`src/rtl/pipe_pkg.sv`:
```
// Shared definitions for the pipeline hazard/flush controller.
// Build option: PIPE_CTRL_PERF_EN (see pipeline_ctrl.sv).
package pipe_pkg;

  // Controller operating mode.
  typedef enum logic [1:0] {
    RUN      = 2'd0,
    MEM_WAIT = 2'd1,
    FLUSH    = 2'd2
  } pipe_state_e;

  localparam int REG_W  = 5;
  localparam int PERF_W = 32;

endpackage

```
`src/rtl/hazard_detect.sv`:
```
// Load-use hazard compare between the D-register consumer and the E-register
// producer. Purely combinational; r0 never creates a dependency.
module hazard_detect
  import pipe_pkg::*;
(
  input  logic [REG_W-1:0] d_ra,
  input  logic [REG_W-1:0] d_rb,
  input  logic             d_need_ra,
  input  logic             d_need_rb,
  input  logic [REG_W-1:0] e_rn,
  input  logic             e_wreg,
  input  logic             e_m2reg,
  output logic             load_use
);

  logic e_is_load_dst;
  logic hit_ra;
  logic hit_rb;

  // A load in E whose result a D operand still needs.
  always_comb begin
    e_is_load_dst = e_wreg && e_m2reg && (e_rn != '0);
    hit_ra        = d_need_ra && (d_ra == e_rn);
    hit_rb        = d_need_rb && (d_rb == e_rn);
    load_use      = e_is_load_dst && (hit_ra || hit_rb);
  end

endmodule

```
`src/rtl/pipeline_ctrl.sv`:
```
// Pipeline stall/bubble controller: load-use interlock, memory wait hold and
// redirect flush sequencing.
// Build option: define PIPE_CTRL_PERF_EN to build the stall/flush counters;
// without it both counter outputs are tied to zero.
//
// state    | meaning
// ---------+--------------------------------------------------------------
// RUN      | normal flow; load-use interlock active
// MEM_WAIT | M-register access outstanding; F..M held, W fed bubbles
// FLUSH    | fetch still returning wrong-path words; T fed bubbles
//
// A memory wait that starts during FLUSH freezes the flush count (fetch is
// held too) and FLUSH resumes with the remaining count once the access ends.
module pipeline_ctrl
  import pipe_pkg::*;
#(
  parameter int FLUSH_LAT = 1
) (
  input  logic              clk,
  input  logic              reset,
  input  logic [REG_W-1:0]  d_ra,
  input  logic [REG_W-1:0]  d_rb,
  input  logic              d_need_ra,
  input  logic              d_need_rb,
  input  logic [REG_W-1:0]  e_rn,
  input  logic              e_wreg,
  input  logic              e_m2reg,
  input  logic              e_redirect,
  input  logic              m_mem_req,
  input  logic              m_mem_ready,
  output logic              t_stall,
  output logic              d_stall,
  output logic              e_stall,
  output logic              m_stall,
  output logic              f_stall,
  output logic              t_bubble,
  output logic              d_bubble,
  output logic              e_bubble,
  output logic              w_bubble,
  output logic [PERF_W-1:0] perf_stall_cnt,
  output logic [PERF_W-1:0] perf_flush_cnt
);

  localparam logic [1:0] FLUSH_INIT = 2'(FLUSH_LAT - 1);

  pipe_state_e state, state_n;
  logic [1:0]  flush_cnt, flush_cnt_n;
  logic        redirect_pend, redirect_pend_n;

  logic load_use;
  logic mem_hold;
  logic redirect_go;

  logic f_stall_raw, t_stall_raw, d_stall_raw, e_stall_raw, m_stall_raw;
  logic t_bubble_raw, d_bubble_raw, e_bubble_raw, w_bubble_raw;

  hazard_detect u_hazard_detect (
    .d_ra      (d_ra),
    .d_rb      (d_rb),
    .d_need_ra (d_need_ra),
    .d_need_rb (d_need_rb),
    .e_rn      (e_rn),
    .e_wreg    (e_wreg),
    .e_m2reg   (e_m2reg),
    .load_use  (load_use)
  );

  // Controller state, flush countdown and deferred-redirect flag.
  always_ff @(posedge clk) begin
    if (reset) begin
      state         <= RUN;
      flush_cnt     <= 2'd0;
      redirect_pend <= 1'b0;
    end else begin
      state         <= state_n;
      flush_cnt     <= flush_cnt_n;
      redirect_pend <= redirect_pend_n;
    end
  end

  // Next state and raw stall/bubble requests; memory wait > redirect > load-use.
  always_comb begin
    state_n         = state;
    flush_cnt_n     = flush_cnt;
    redirect_pend_n = redirect_pend;
    mem_hold        = 1'b0;
    redirect_go     = 1'b0;
    f_stall_raw     = 1'b0;
    t_stall_raw     = 1'b0;
    d_stall_raw     = 1'b0;
    e_stall_raw     = 1'b0;
    m_stall_raw     = 1'b0;
    t_bubble_raw    = 1'b0;
    d_bubble_raw    = 1'b0;
    e_bubble_raw    = 1'b0;
    w_bubble_raw    = 1'b0;

    case (state)
      RUN: begin
        if (m_mem_req && !m_mem_ready) begin
          mem_hold        = 1'b1;
          state_n         = MEM_WAIT;
          redirect_pend_n = redirect_pend || e_redirect;
        end else if (e_redirect) begin
          redirect_go = 1'b1;
        end else if (load_use) begin
          f_stall_raw  = 1'b1;
          t_stall_raw  = 1'b1;
          d_stall_raw  = 1'b1;
          e_bubble_raw = 1'b1;
        end
      end

      MEM_WAIT: begin
        if (!m_mem_ready) begin
          mem_hold        = 1'b1;
          redirect_pend_n = redirect_pend || e_redirect;
        end else if (redirect_pend || e_redirect) begin
          redirect_go = 1'b1;
        end else if (flush_cnt != 2'd0) begin
          state_n = FLUSH;
        end else begin
          state_n = RUN;
        end
      end

      FLUSH: begin
        if (m_mem_req && !m_mem_ready) begin
          mem_hold        = 1'b1;
          state_n         = MEM_WAIT;
          redirect_pend_n = redirect_pend || e_redirect;
        end else if (e_redirect) begin
          redirect_go = 1'b1;
        end else begin
          t_bubble_raw = 1'b1;
          if (flush_cnt <= 2'd1) begin
            flush_cnt_n = 2'd0;
            state_n     = RUN;
          end else begin
            flush_cnt_n = flush_cnt - 2'd1;
          end
        end
      end

      default: begin
        state_n = RUN;
      end
    endcase

    if (mem_hold) begin
      f_stall_raw  = 1'b1;
      t_stall_raw  = 1'b1;
      d_stall_raw  = 1'b1;
      e_stall_raw  = 1'b1;
      m_stall_raw  = 1'b1;
      w_bubble_raw = 1'b1;
    end

    if (redirect_go) begin
      t_bubble_raw    = 1'b1;
      d_bubble_raw    = 1'b1;
      e_bubble_raw    = 1'b1;
      flush_cnt_n     = FLUSH_INIT;
      redirect_pend_n = 1'b0;
      state_n         = (FLUSH_LAT > 1) ? FLUSH : RUN;
    end
  end

  // Outputs are quiet during reset; a bubble overrides a hold on the same register.
  always_comb begin
    f_stall  = !reset && f_stall_raw;
    t_stall  = !reset && t_stall_raw && !t_bubble_raw;
    d_stall  = !reset && d_stall_raw && !d_bubble_raw;
    e_stall  = !reset && e_stall_raw && !e_bubble_raw;
    m_stall  = !reset && m_stall_raw;
    t_bubble = !reset && t_bubble_raw;
    d_bubble = !reset && d_bubble_raw;
    e_bubble = !reset && e_bubble_raw;
    w_bubble = !reset && w_bubble_raw;
  end

`ifdef PIPE_CTRL_PERF_EN
  localparam logic [PERF_W-1:0] PERF_ONE = {{(PERF_W-1){1'b0}}, 1'b1};

  logic [PERF_W-1:0] stall_cnt_q;
  logic [PERF_W-1:0] flush_cnt_q;

  // Free-running, wrapping event counters.
  always_ff @(posedge clk) begin
    if (reset) begin
      stall_cnt_q <= '0;
      flush_cnt_q <= '0;
    end else begin
      if (f_stall) begin
        stall_cnt_q <= stall_cnt_q + PERF_ONE;
      end
      if (redirect_go) begin
        flush_cnt_q <= flush_cnt_q + PERF_ONE;
      end
    end
  end

  assign perf_stall_cnt = stall_cnt_q;
  assign perf_flush_cnt = flush_cnt_q;
`else
  assign perf_stall_cnt = '0;
  assign perf_flush_cnt = '0;
`endif

endmodule

```
`config.mk`:
```
export PLATFORM = sky130hd
export DESIGN_NAME = pipeline_ctrl
export DESIGN_NICKNAME = d
export VERILOG_FILES = /design/src/rtl/pipe_pkg.sv /design/src/rtl/hazard_detect.sv /design/src/rtl/pipeline_ctrl.sv
export SDC_FILE = /design/constraint.sdc
export NUM_CORES = 1
export LEC_CHECK = 0
export CORE_MARGIN = 2
export CORE_UTILIZATION = 32
export DETAILED_ROUTE_END_ITERATION = 10
export GPL_TIMING_DRIVEN = 1
export PLACE_DENSITY = 0.86
export SYNTH_ARGS = -nofsm -noshare
export SYNTH_HDL_FRONTEND = slang
export SYNTH_SLANG_ARGS = --single-unit
```
`constraint.sdc`:
```
create_clock -name clk -period 1.8 [get_ports clk]
set_input_delay 0.36 -clock clk [delete_from_list [all_inputs] [get_ports clk]]
set_output_delay 0.36 -clock clk [all_outputs]
set_load 0.02 [all_outputs]
```
**Word level (Yosys, flattened, before mapping)**

Cells that the tools add are included.

- $add $sub $neg: 1
- $mul: 0
- Div/mod/pow operators: 0
- Magnitude comparators: 1
- Eq/ne operators: 11
- Shift operators: 0
- Multiplexer cells: 32
- Bitwise gates (word level): 2
- Reductions and logical operators: 30

Operators with widths:

| kind | number |
|---|---|
| 1-bit 2-to-1 mux | 20 |
| 2-bit 2-to-1 mux | 8 |
| 1-bit logical AND | 14 |
| 5-bit equality test | 2 |
| 2-bit != test, second input constant | 4 |
| 3-bit != test, second input constant | 2 |
| 1-bit case mux with 2 select lines | 3 |
| 2-bit case mux with 3 select lines | 1 |
| 3-bit AND reduction | 2 |
| 1-bit zero test | 5 |
| 5-bit AND reduction | 1 |
| 5-bit nonzero test | 1 |
| 2-bit nonzero test | 2 |
| 2-bit OR reduction | 2 |
| 2-bit by 1-bit equality test with 1-bit output, second input constant | 1 |
| 2-bit equality test, second input constant | 1 |
| 2-bit by 1-bit <= comparator with 1-bit output, second input constant | 1 |
| 2-bit zero test | 1 |
| 1-bit logical OR | 2 |
| 2-bit by 1-bit != test with 1-bit output, second input constant | 1 |
| 1-bit inverter | 2 |
| 2-bit by 1-bit subtractor with 2-bit output, second input constant | 1 |

- Register bits after elaboration: 5
- Bits in latches: 0
- Memory bits (writable): 0
- Memory bits (read-only): 0
- Bits of input ports: 24
- Output and inout bits: 73
- Word-level logic and storage cells: 80
- Memories kept: 0

**Longest topological paths before layout**

Gate-level depths: netlist of run 1.

- Depth in word-level cells: 11
- Gate-level depth with buffers: 5
- Gate-level depth less buffers: 4

**Cells and area by module**

A second synthesis of run 1 with hierarchy kept.

- Cell total of the unflattened synthesis: 126
- Area, all modules: 984.7 um^2

By module, submodules not included:

| module | instances | cells an instance | area each (um^2) | sequential area each (um^2) |
|---|---|---|---|---|
| pipeline_ctrl | 1 | 109 | 849.6 | 100.1 |
| hazard_detect | 1 | 17 | 135.1 | 0.0 |

**Worst setup path before layout of run 1**

No wires, ideal clock.

- Kind: in2out
- From: in e_redirect
- To: out e_bubble
- Arrival: 1338 ps
- Data required time: 1440 ps
- Slack: 102 ps
- Stages on the path: 4
- Buffers on the path: 1
- Cell sequence: buf_4 > nor4_1 > nand4b_1 > o22ai_1

- Cells in the longest elaborated chain, start to end: 6
- Elaborated cells on any way between the ends: 11
- Those cells by class: mux (9); reduce/logical (2)

Ends and longest elaborated chain:

| item | line | source |
|---|---|---|
| start, declared | pipeline_ctrl.sv:28 | `input logic e_redirect,` |
| 1-bit logical OR | pipeline_ctrl.sv:118 | `end else if (redirect_pend \|\| e_redirect) begin` |
| 1-bit 2-to-1 mux | pipeline_ctrl.sv:118 |  |
| 1-bit 2-to-1 mux | pipeline_ctrl.sv:115 | `if (!m_mem_ready) begin` |
| 1-bit case mux with 2 select lines | pipeline_ctrl.sv:98 | `case (state)` |
| 1-bit 2-to-1 mux * | pipeline_ctrl.sv:159 | `if (redirect_go) begin` |
| 1-bit logical AND * | pipeline_ctrl.sv:178 | `e_bubble = !reset && e_bubble_raw;` |
| end, declared | pipeline_ctrl.sv:38 | `output logic e_bubble,` |

Mark *: on every way between the ends. The rest lies on a longest branch, timed or not.

**Worst setup path after layout of run 1**

- From: in d_ra[1]
- To: out e_bubble

- Cells in the longest elaborated chain, start to end: 10

Ends and longest elaborated chain:

| item | line | source |
|---|---|---|
| start, declared | pipeline_ctrl.sv:21 | `input logic [REG_W-1:0] d_ra,` |
| 5-bit equality test | hazard_detect.sv:23 | `hit_ra = d_need_ra && (d_ra == e_rn);` |
| 1-bit logical AND | hazard_detect.sv:23 |  |
| 1-bit logical OR | hazard_detect.sv:25 | `load_use = e_is_load_dst && (hit_ra \|\| hit_rb);` |
| 1-bit logical AND | hazard_detect.sv:25 |  |
| 1-bit 2-to-1 mux | pipeline_ctrl.sv:106 | `end else if (load_use) begin` |
| 1-bit 2-to-1 mux | pipeline_ctrl.sv:104 | `end else if (e_redirect) begin` |
| 1-bit 2-to-1 mux | pipeline_ctrl.sv:100 | `if (m_mem_req && !m_mem_ready) begin` |
| 1-bit 2-to-1 mux | pipeline_ctrl.sv:98 |  |
| 1-bit 2-to-1 mux | pipeline_ctrl.sv:159 |  |
| 1-bit logical AND | pipeline_ctrl.sv:178 |  |

No other way between the ends.

==> results of run 1 <==
## power by group through the flow
stage	combinational, mW	sequential (mW)	clock (mW)
global placement	0.283	0.117	0
finish	0.290	0.116	0.134
CTS	0.278	0.116	0.139
global route	0.311	0.116	0.147
detailed placement	0.284	0.118	0
floorplan	0.287	0.118	0
## worst register-to-register path, cell delays in order, from the launching register on
cell and delay [ns]:
dfxtp_4 0.37, buf_4 0.14, nor2b_4 0.11, nand2_2 0.07
buf_4 0.13, or4b_4 0.47, a21oi_2 0.12
## worst paths after layout
| path | endpoint | slack, ns | cells after the start |
|---|---|---|---|
| max reg2reg | flush_cnt[0] | 0.32 | 6 |
| max | e_bubble | -0.06 | 6 |
| min reg2reg | flush_cnt[1] | 0.47 | 2 |
| min | state[0] | 0.42 | 3 |
## state kept, by name, summed over array words and instances (netlist names)
name and flops:
flush_cnt 2, redirect_pend 1, state 2
## stage by stage
stage               instances  utilization [%]  cell area, sq um  total power [mW]
finish                    205             41.1              1220             0.540
floorplan                 189                -              1210             0.405
global route              205             41.1              1220             0.574
CTS                       205             39.9              1190             0.533
global placement          200             39.3              1170             0.400
detailed placement        200             39.3              1170             0.402
## metal layers
metal  global-route usage [%]  up-vias
met3                     3.71        4
met5                        0        -
li1                         -      376
met2                     19.2       53
met1                     9.47      360
met4                     4.87        0
## cell type report
cell class,count,area (sq um)
Fill cell,315,1760
Multi-Input combinational cell,118,689
Timing Repair Buffer,45,360
Sequential cell,5,105
Tap cell,33,41.3
Clock buffer,4,26.3
## placed cells by master, fill, tap and decap left out, drive strengths merged, types with 3 or more instances in the layout
cell type,count
a21oi,4
o21bai,3
clkdlybuf4s15,5
dfxtp,5
dlygate4sd2,6
nand2,5
conb,64
nand2b,3
nor4,4
nor2,5
clkbuf,5
nor2b,3
xor2,8
buf,31
## cell families after synthesis
kind of cell	Yosys count
buf+inv	66
flops	5
simple gates	28
other cells	1
compound gates	16
xor+xnor	10
## what timing repair did
action / CTS / global route
buffers inserted: 1 / 0
pin swaps: 17 / 7
resized for setup: 102 / 15
setup endpoints to repair: 9 / 9
==> results.txt, run 1 <==
gpl congestion -> 0.804
clock tree from TritonCTS -> yes
drt pass-1 iters -> 4
clock power share -> 24.9%
Boundary Pins -> 97
average footprint of a synthesized cell -> 7.77 sq um
global router's overall resource usage -> 10.2%
complex-gate fraction of the synthesized area -> 11.6%
switching power of the nets -> 0.250 mW
final wirelength -> 1.98 mm
Synth Cell Area -> 978 sq um
xor and xnor fraction of the mapped netlist area -> 8.95%
main combinational cell family by area after synthesis -> buffers and inverters
largest driver fanout on the critical path -> 4
leakage power -> 0.614 nW
synthesized-area fraction occupied by and/or/nand/nor cells -> 18.2%
portion of total power attributed to sequential cells -> 21.4%
wire length of the first global-routing pass -> 2.68 mm
met3 wire length -> 244 um
proportion of synthesized area in mux cells -> 0%
FP Rows -> 20
Seq cells post-synth -> 5
die width -> 59.3 um
start point of the critical path -> d_ra[1]
Main synth FF type -> dfxtp_1
final clock period utilization by the worst path -> 103%
stage delay of the slowest cell on the critical path -> 0.32 ns
reported max-cap violation count -> 0
timing-limited maximum frequency -> 539 MHz
Initial Util -> 32.9%
insertion delay of the later-clocked pin in the worst-skew pair -> 0.25 ns
setup TNS -> -0.110 ns
average detailed-routed wire length per instance -> 9.65 um
final setup fails -> 4
cell at the root of the clock tree -> clkbuf_4
min-delay src -> reset
share of total power consumed by net switching -> 46.3%
Die Height -> 59.3 um
worst setup slack after layout -> -0.0556 ns
type of destination of the critical path -> output port
largest voltage drop on the vdd net -> 333 uV
area inside the core boundary -> 2980 sq um
HP Class -> in2reg
sequential element share of the synthesized area -> 10.2%
number of vias per cell after detailed routing -> 3.87
number of distinct library cells after synthesis -> 31
instance count of the mapped netlist -> 126
commonest cells in the synthesized netlist -> buf_4, xor2_1, dfxtp_1, nor2_1
clock transition at the register clock pins on the worst setup and hold paths after CTS -> 0.04 ns
worst setup timing slack at the placement stage -> -0.964 ns
startpoint type of the worst setup path -> primary input
violations in the final reports -> setup timing
Adder-Cell Fraction of Synth Area -> 0%
worst path cell trace -> buf_6, xor2_1, nor4_2, a32oi_2, o22ai_1, buf_4
Max Slew Vio Count -> 0
die footprint -> 3520 sq um
number of I/O port buffers -> 32
worst reg2reg startpoint -> state[0]
antenna violations before repair -> 0
maximum number of pins on one net before global-route repair -> 9
result of the run -> complete, but fails checks
number of diodes -> 0
H-tree depth reported by CTS -> 1
number of nets with antenna violations after detailed routing -> 0
number of global-route vias before repair -> 639
kind of critical path -> in2out
met2 wire len -> 1.08 mm
DPL Wire Length -> 1.57 mm
P_int -> 0.290 mW
cell with the largest stage delay on the worst path -> nor4_2
clock skew after layout -> 0.00128 ns
most frequent cell after synthesis -> buf_4
layout cells sized above 1 -> 32.0%
number of enable-type register cells in the synthesized netlist -> 0
library cell occupying the most area in the post-synthesis netlist -> buf_4
fraction of registers with async set/reset -> 0%
power density relative to cell area -> 442 nW/um^2
count of synthesis-stage warnings from yosys -> 0
CTS Buffer Depth -> 2
biggest area contributors in the synthesized netlist -> buf_4, dfxtp_1, xor2_1
DRC viols -> 0
final worst hold slack -> 0.424 ns
endpoints failing hold -> 0
setup repair after global routing missed its margin -> yes
time the worst path needs with I/O delays and setup -> 1.86 ns
clock tree sinks -> 5
Num CTS Buffers -> 3
sum of buffers and inverters on the critical path -> 2
overflow left after global routing -> 0
vias post-DR -> 793
Area growth, synth to finish -> 24.9%
portion of synthesized cell area occupied by the leading cell type -> 50.6%
sum of routed wire segments on met1 -> 616 um
top routing layer in use -> met4
Worst Path Arrival -> 1.50 ns
number of hold buffers added after cts -> 0
crit-path leading delay family -> compound AO/OA/AOI/OAI gates
final layout net count -> 197
Req. time, crit path -> 1.44 ns
combinational power share -> 53.7%
initial detailed-routing violation count -> 11
Power figures use the tool's default switching activity.
==> run 2: changes to the inputs <==
--- a/config.mk
+++ b/config.mk
@@ -6,10 +6,10 @@
 export NUM_CORES = 1
 export LEC_CHECK = 0
 export CORE_MARGIN = 2
-export CORE_UTILIZATION = 32
+export CORE_UTILIZATION = 50
 export DETAILED_ROUTE_END_ITERATION = 10
+export DONT_BUFFER_PORTS = 1
 export GPL_TIMING_DRIVEN = 1
-export PLACE_DENSITY = 0.86
 export SYNTH_ARGS = -nofsm -noshare
 export SYNTH_HDL_FRONTEND = slang
 export SYNTH_SLANG_ARGS = --single-unit
==> constraint.sdc (replaced) <==
create_clock -name clk -period 1.8 [get_ports clk]
set_input_delay 0.54 -clock clk [delete_from_list [all_inputs] [get_ports clk]]
set_output_delay 0.54 -clock clk [all_outputs]
set_load 0.02 [all_outputs]
==> run 2 against run 1 <==
The flow still finishes with violations (setup timing). Total power is 10% lower. Critical path depth fell by 2. Sequential share of layout area increased by 1.6 points. Critical endpoint unchanged. Combinational power decreased by 17%. Via count shrank 18%. Largest power group unchanged. First-iteration DRC count fell by 82%. Critical path type unchanged. Die area decreased by 34%.
==> results.txt, run 2 (synthesis results as in run 1) <==
result of the run -> complete, but fails checks
violations in the final reports -> setup timing
most frequent cells in the layout -> conb_1, xor2_1, buf_4
min-delay src -> reset
type of destination of the critical path -> output port
number of global-route vias before repair -> 516
final wirelength -> 1.71 mm
Boundary Pins -> 97
most common library cell in the layout ignoring fill and taps -> conb_1
area inside the core boundary -> 1780 sq um
Worst R2R Path Depth -> 6
worst-case register-to-register setup slack -> 0.33 ns
insertion delay of the later-clocked pin in the worst-skew pair -> 0.24 ns
drt pass-1 iters -> 2
crit-path leading delay family -> compound AO/OA/AOI/OAI gates
antenna violations before repair -> 0
cell at the root of the clock tree -> clkbuf_4
gpl congestion -> 0.683
stage delay of the slowest cell on the critical path -> 0.33 ns
setup repair after global routing missed its margin -> yes
startpoint type of the worst setup path -> primary input
die width -> 48.2 um
DPL Wire Length -> 1.31 mm
clock skew after layout -> 0.000668 ns
largest driver fanout on the critical path -> 4
worst setup slack after layout -> -0.310 ns
average detailed-routed wire length per instance -> 10.6 um
hold-critical path endpoint -> state[0]
initial detailed-routing violation count -> 2
Initial Util -> 54.9%
HP Class -> in2reg
cell with the largest stage delay on the worst path -> nor4_4
worst path cell trace -> xor2_1, nor4_4, a32oi_4, o22ai_4
Top Registers -> flush_cnt (2), state (2), redirect_pend (1)
clock tree from TritonCTS -> yes
number of hold buffers added after cts -> 0
number of diodes -> 0
setup TNS -> -1.19 ns
wire length of the first global-routing pass -> 2.10 mm
endpoints failing hold -> 0
leakage power -> 0.459 nW
CTS Buffer Depth -> 2
number of nets with antenna violations after detailed routing -> 0
Req. time, crit path -> 1.26 ns
number of I/O port buffers -> 0
Num CTS Buffers -> 3
hold path cells -> 1
FP Rows -> 15
fraction of the core area covered by cells at the end of the flow -> 57.8%
kind of critical path -> in2out
Max Slew Vio Count -> 0
H-tree depth reported by CTS -> 1
timing-limited maximum frequency -> 474 MHz
die footprint -> 2330 sq um
fill cell instance count of the final layout -> 171
Area growth, synth to finish -> 5.24%
Crit Reg-Reg Endpoint -> flush_cnt[0]
worst reg2reg startpoint -> state[0]
clock tree sinks -> 5
Worst Path Arrival -> 1.57 ns
final layout net count -> 162
layout cells sized above 1 -> 26.3%
Die Height -> 48.2 um
number of vias per cell after detailed routing -> 4.00
power density relative to cell area -> 472 nW/um^2
time the worst path needs with I/O delays and setup -> 2.11 ns
sum of buffers and inverters on the critical path -> 0
maximum number of pins on one net before global-route repair -> 11
clock transition at the register clock pins on the worst setup and hold paths after CTS -> 0.04 ns
final setup fails -> 7
vias post-DR -> 648
overflow left after global routing -> 0
largest voltage drop on the vdd net -> 484 uV
final clock period utilization by the worst path -> 117%
DRC viols -> 0
reported max-cap violation count -> 0
global router's overall resource usage -> 13.5%
-- run 2: per-stage QoR --
stage | cells | worst slack, ns | total power [mW] | instance area (sq um) | hold slack, ns
after floorplan | 189 | -0.226 | 0.415 | 1260 | 0.428
after global placement | 155 | -0.326 | 0.318 | 848 | 0.446
after detailed placement | 155 | -0.363 | 0.319 | 848 | 0.458
after CTS | 162 | -0.320 | 0.479 | 995 | 0.348
after global routing | 162 | -0.350 | 0.521 | 1030 | 0.349
final | 162 | -0.310 | 0.486 | 1030 | 0.358
-- run 2: worst max path at each step --
stage | start | cells after the start | endpoint
CTS | e_rn[1] | 4 | e_bubble
global route | e_rn[2] | 4 | e_bubble
global placement | e_rn[3] | 4 | e_bubble
detailed placement | e_rn[3] | 4 | e_bubble
finish | e_rn[2] | 4 | e_bubble
floorplan | e_rn[3] | 4 | e_bubble
-- run 2: layout make-up --
| cell class | instances | area [sq um] | area share [%] |
|---|---|---|---|
| clock buffers | 4 | 26.3 | 2.55 |
| multi-input cells | 118 | 781 | 75.8 |
| flip-flops and latches | 5 | 105 | 10.2 |
| well taps | 25 | 31.3 | 3.04 |
| repair buffers | 10 | 86.3 | 8.38 |
-- run 2: metal layers --
layer,vias up,track usage (%),wire length [um]
li1,306,-,-
met4,0,6.49,11
met3,2,3.70,207
met1,289,12.2,506
met5,-,0,0
met2,51,26.8,984
-- run 2: where the power goes --
part / internal, mW / switching, mW
logic: 0.0606 / 0.179
clock network: 0.0838 / 0.0457
registers: 0.112 / 0.00372
-- run 2: repair_timing --
action,4_1_cts,5_1_grt
pin swaps,9,4
resized for setup,18,4
buffers inserted,3,0
endpoints found under the setup margin,9,9
gates cloned,0,0
==> run 3: changes to the inputs <==
--- a/config.mk
+++ b/config.mk
@@ -7,6 +7,7 @@
 export LEC_CHECK = 0
 export CORE_MARGIN = 2
 export CORE_UTILIZATION = 50
+export CTS_CLUSTER_DIAMETER = 120
 export DETAILED_ROUTE_END_ITERATION = 10
 export DONT_BUFFER_PORTS = 1
 export GPL_TIMING_DRIVEN = 1
==> results of run 3 <==
Same layout as run 2: the final DEF is identical, and so are final timing and power.
==> patch: new RTL, flow settings as in run 2 <==
Change the package constant `PERF_W` from 32 to 16.
--- a/src/rtl/pipe_pkg.sv
+++ b/src/rtl/pipe_pkg.sv
@@ -11,5 +11,5 @@
 
   localparam int REG_W  = 5;
-  localparam int PERF_W = 32;
+  localparam int PERF_W = 16;
 
 endpackage
Ports: changed (resized perf_flush_cnt and perf_stall_cnt); port bits go from 97 to 65. No check against the original RTL was run, so the function may have changed too.
==> patch against run 2 <==
  * The flow still finishes with violations (negative setup slack)
  * Clock skew increased by 0.0037 ns
  * Worst setup slack improved by 0.037 ns
  * Cell area fell by 12%
  * Total power is 11% lower
  * Routed wire length is 7.0% lower
  * Hold slack better by 0.00077 ns
  * Critical path type unchanged
  * Fmax up 1.8%
  * Global-route usage is 3.8 points higher
  * Synthesized cell count fell by 25%
  * Core utilization rose by 11 points
  * Synthesized area shrank 25%
  * Sequential cell count stayed put
==> patch: results (changes against run 2) <==
[run_status]
outcome = complete, but fails checks
violations = negative setup slack

[placed_design]
dp_slack_ns = -0.3319  ; +0.03072 ns
dp_cells = 113  ; -27%
dp_hpwl_um = 1070  ; -19%
placed_area_sq_um = 715.7  ; -16%
gp_congestion = 0.7204  ; +5.5%

[global_routing]
use_met1_pct = 15.46  ; +3.2 points
grt_pass1_wl_um = 2318  ; +10%
met2_usage_pct = 32.92  ; +6.1 points
track_usage_pct = 17.36  ; +3.8 points
use_met3_pct = 4.741  ; +1.0 points
grt_pass1_vias = 534  ; +3.5%

[timing]
fin_ws_ns = -0.2728  ; +0.03741 ns
setup_viol = 7  ; unchanged
tns_ns = -1.042  ; +0.1470 ns
skew_ns = 0.004358  ; +0.003690 ns

[drt]
wire_per_inst_um = 13.03  ; +23%
wl_met3_um = 177  ; -14%
postRouteAntennaNets = 0  ; unchanged
drt_iter0_markers = 4  ; +2
dr_wl_met2_um = 887  ; -9.9%
first_pass_iters = 3  ; +1
m1WireLength_um = 484  ; -4.3%
via_per_inst = 4.836  ; +21%

[yosys]
yosys.area_share.adder_pct = 0  ; unchanged
syn_area_per_cell_sq_um = 7.853  ; +1.1%
synth_common_cells = 34 x buf_4, 8 x xor2_1, 5 x dfxtp_1, 5 x nor2_1
synth_xor_xnor_area_share_pct = 11.86  ; +2.9 points
synthTopCellsByArea = buf_4 35%, dfxtp_1 14%, xor2_1 9.5%, nor4_1 3.4%, o21bai_1 3.1%
synth-compound-area-share_pct = 15.42  ; +3.8 points
seq_area_frac_synth_pct = 13.56  ; +3.3 points
yosys_warnings = 0  ; unchanged

[worst_setup_path]
slowest_delay_ns = 0.40  ; +0.07 ns
cpLargestDelayFamily = compound AO/OA/AOI/OAI gates
startpoint = e_rn[3]
arrival_ns = 1.53  ; -0.04 ns
slowest_stage = nor4_2

[finish]
insertedDiodeCount = 0  ; unchanged
layout.cells.non_filler = 122  ; -25%
layout.nets = 132  ; -19%
n_fill_cell = 106  ; -38%
drive_above_1_share_pct = 34.58  ; +8.3 points

[power]
p_clk_share_pct = 29.6  ; +2.9 points
p_leak_nw = 0.3659  ; -20%
p_total_w = 0.0004314  ; -11%
irDropWorstVdd_mv = 0.3538  ; -27%
power_switching_w = 0.0001704  ; -25%

patch: cell types whose count changed after synthesis, sizes merged:
cell	delta
buf	-32
patch: final timing paths:
kind                            slack (ns)      endpoint
worst min-delay path                  0.36      state[0]
worst max-delay path                 -0.27      e_bubble
worst min register to register        0.47  flush_cnt[1]
worst max register to register        0.34  flush_cnt[0]
patch: layout make-up:
| type | instances | area [sq um] | share of cell area (%) |
|---|---|---|---|
| Clock buffer | 4 | 26.28 | 2.885 |
| Timing Repair Buffer | 12 | 101.3 | 11.13 |
| Sequential cell | 5 | 103.9 | 11.40 |
| Multi-Input combinational cell | 86 | 660.6 | 72.53 |
| Tap cell | 15 | 18.77 | 2.060 |
patch: logic make-up after synthesis:
kind of cell / count (synthesis)
flip-flops: 5
buffers and inverters: 34
XOR/XNOR: 10
AO/OA/AOI/OAI: 16
AND/OR/NAND/NOR: 28
other: 1
patch: what timing repair did:
item | in CTS | in global routing
gates resized for setup | 20 | 1
setup buffers | 5 | 0
pin swaps | 8 | 1
setup endpoints to repair | 9 | 9
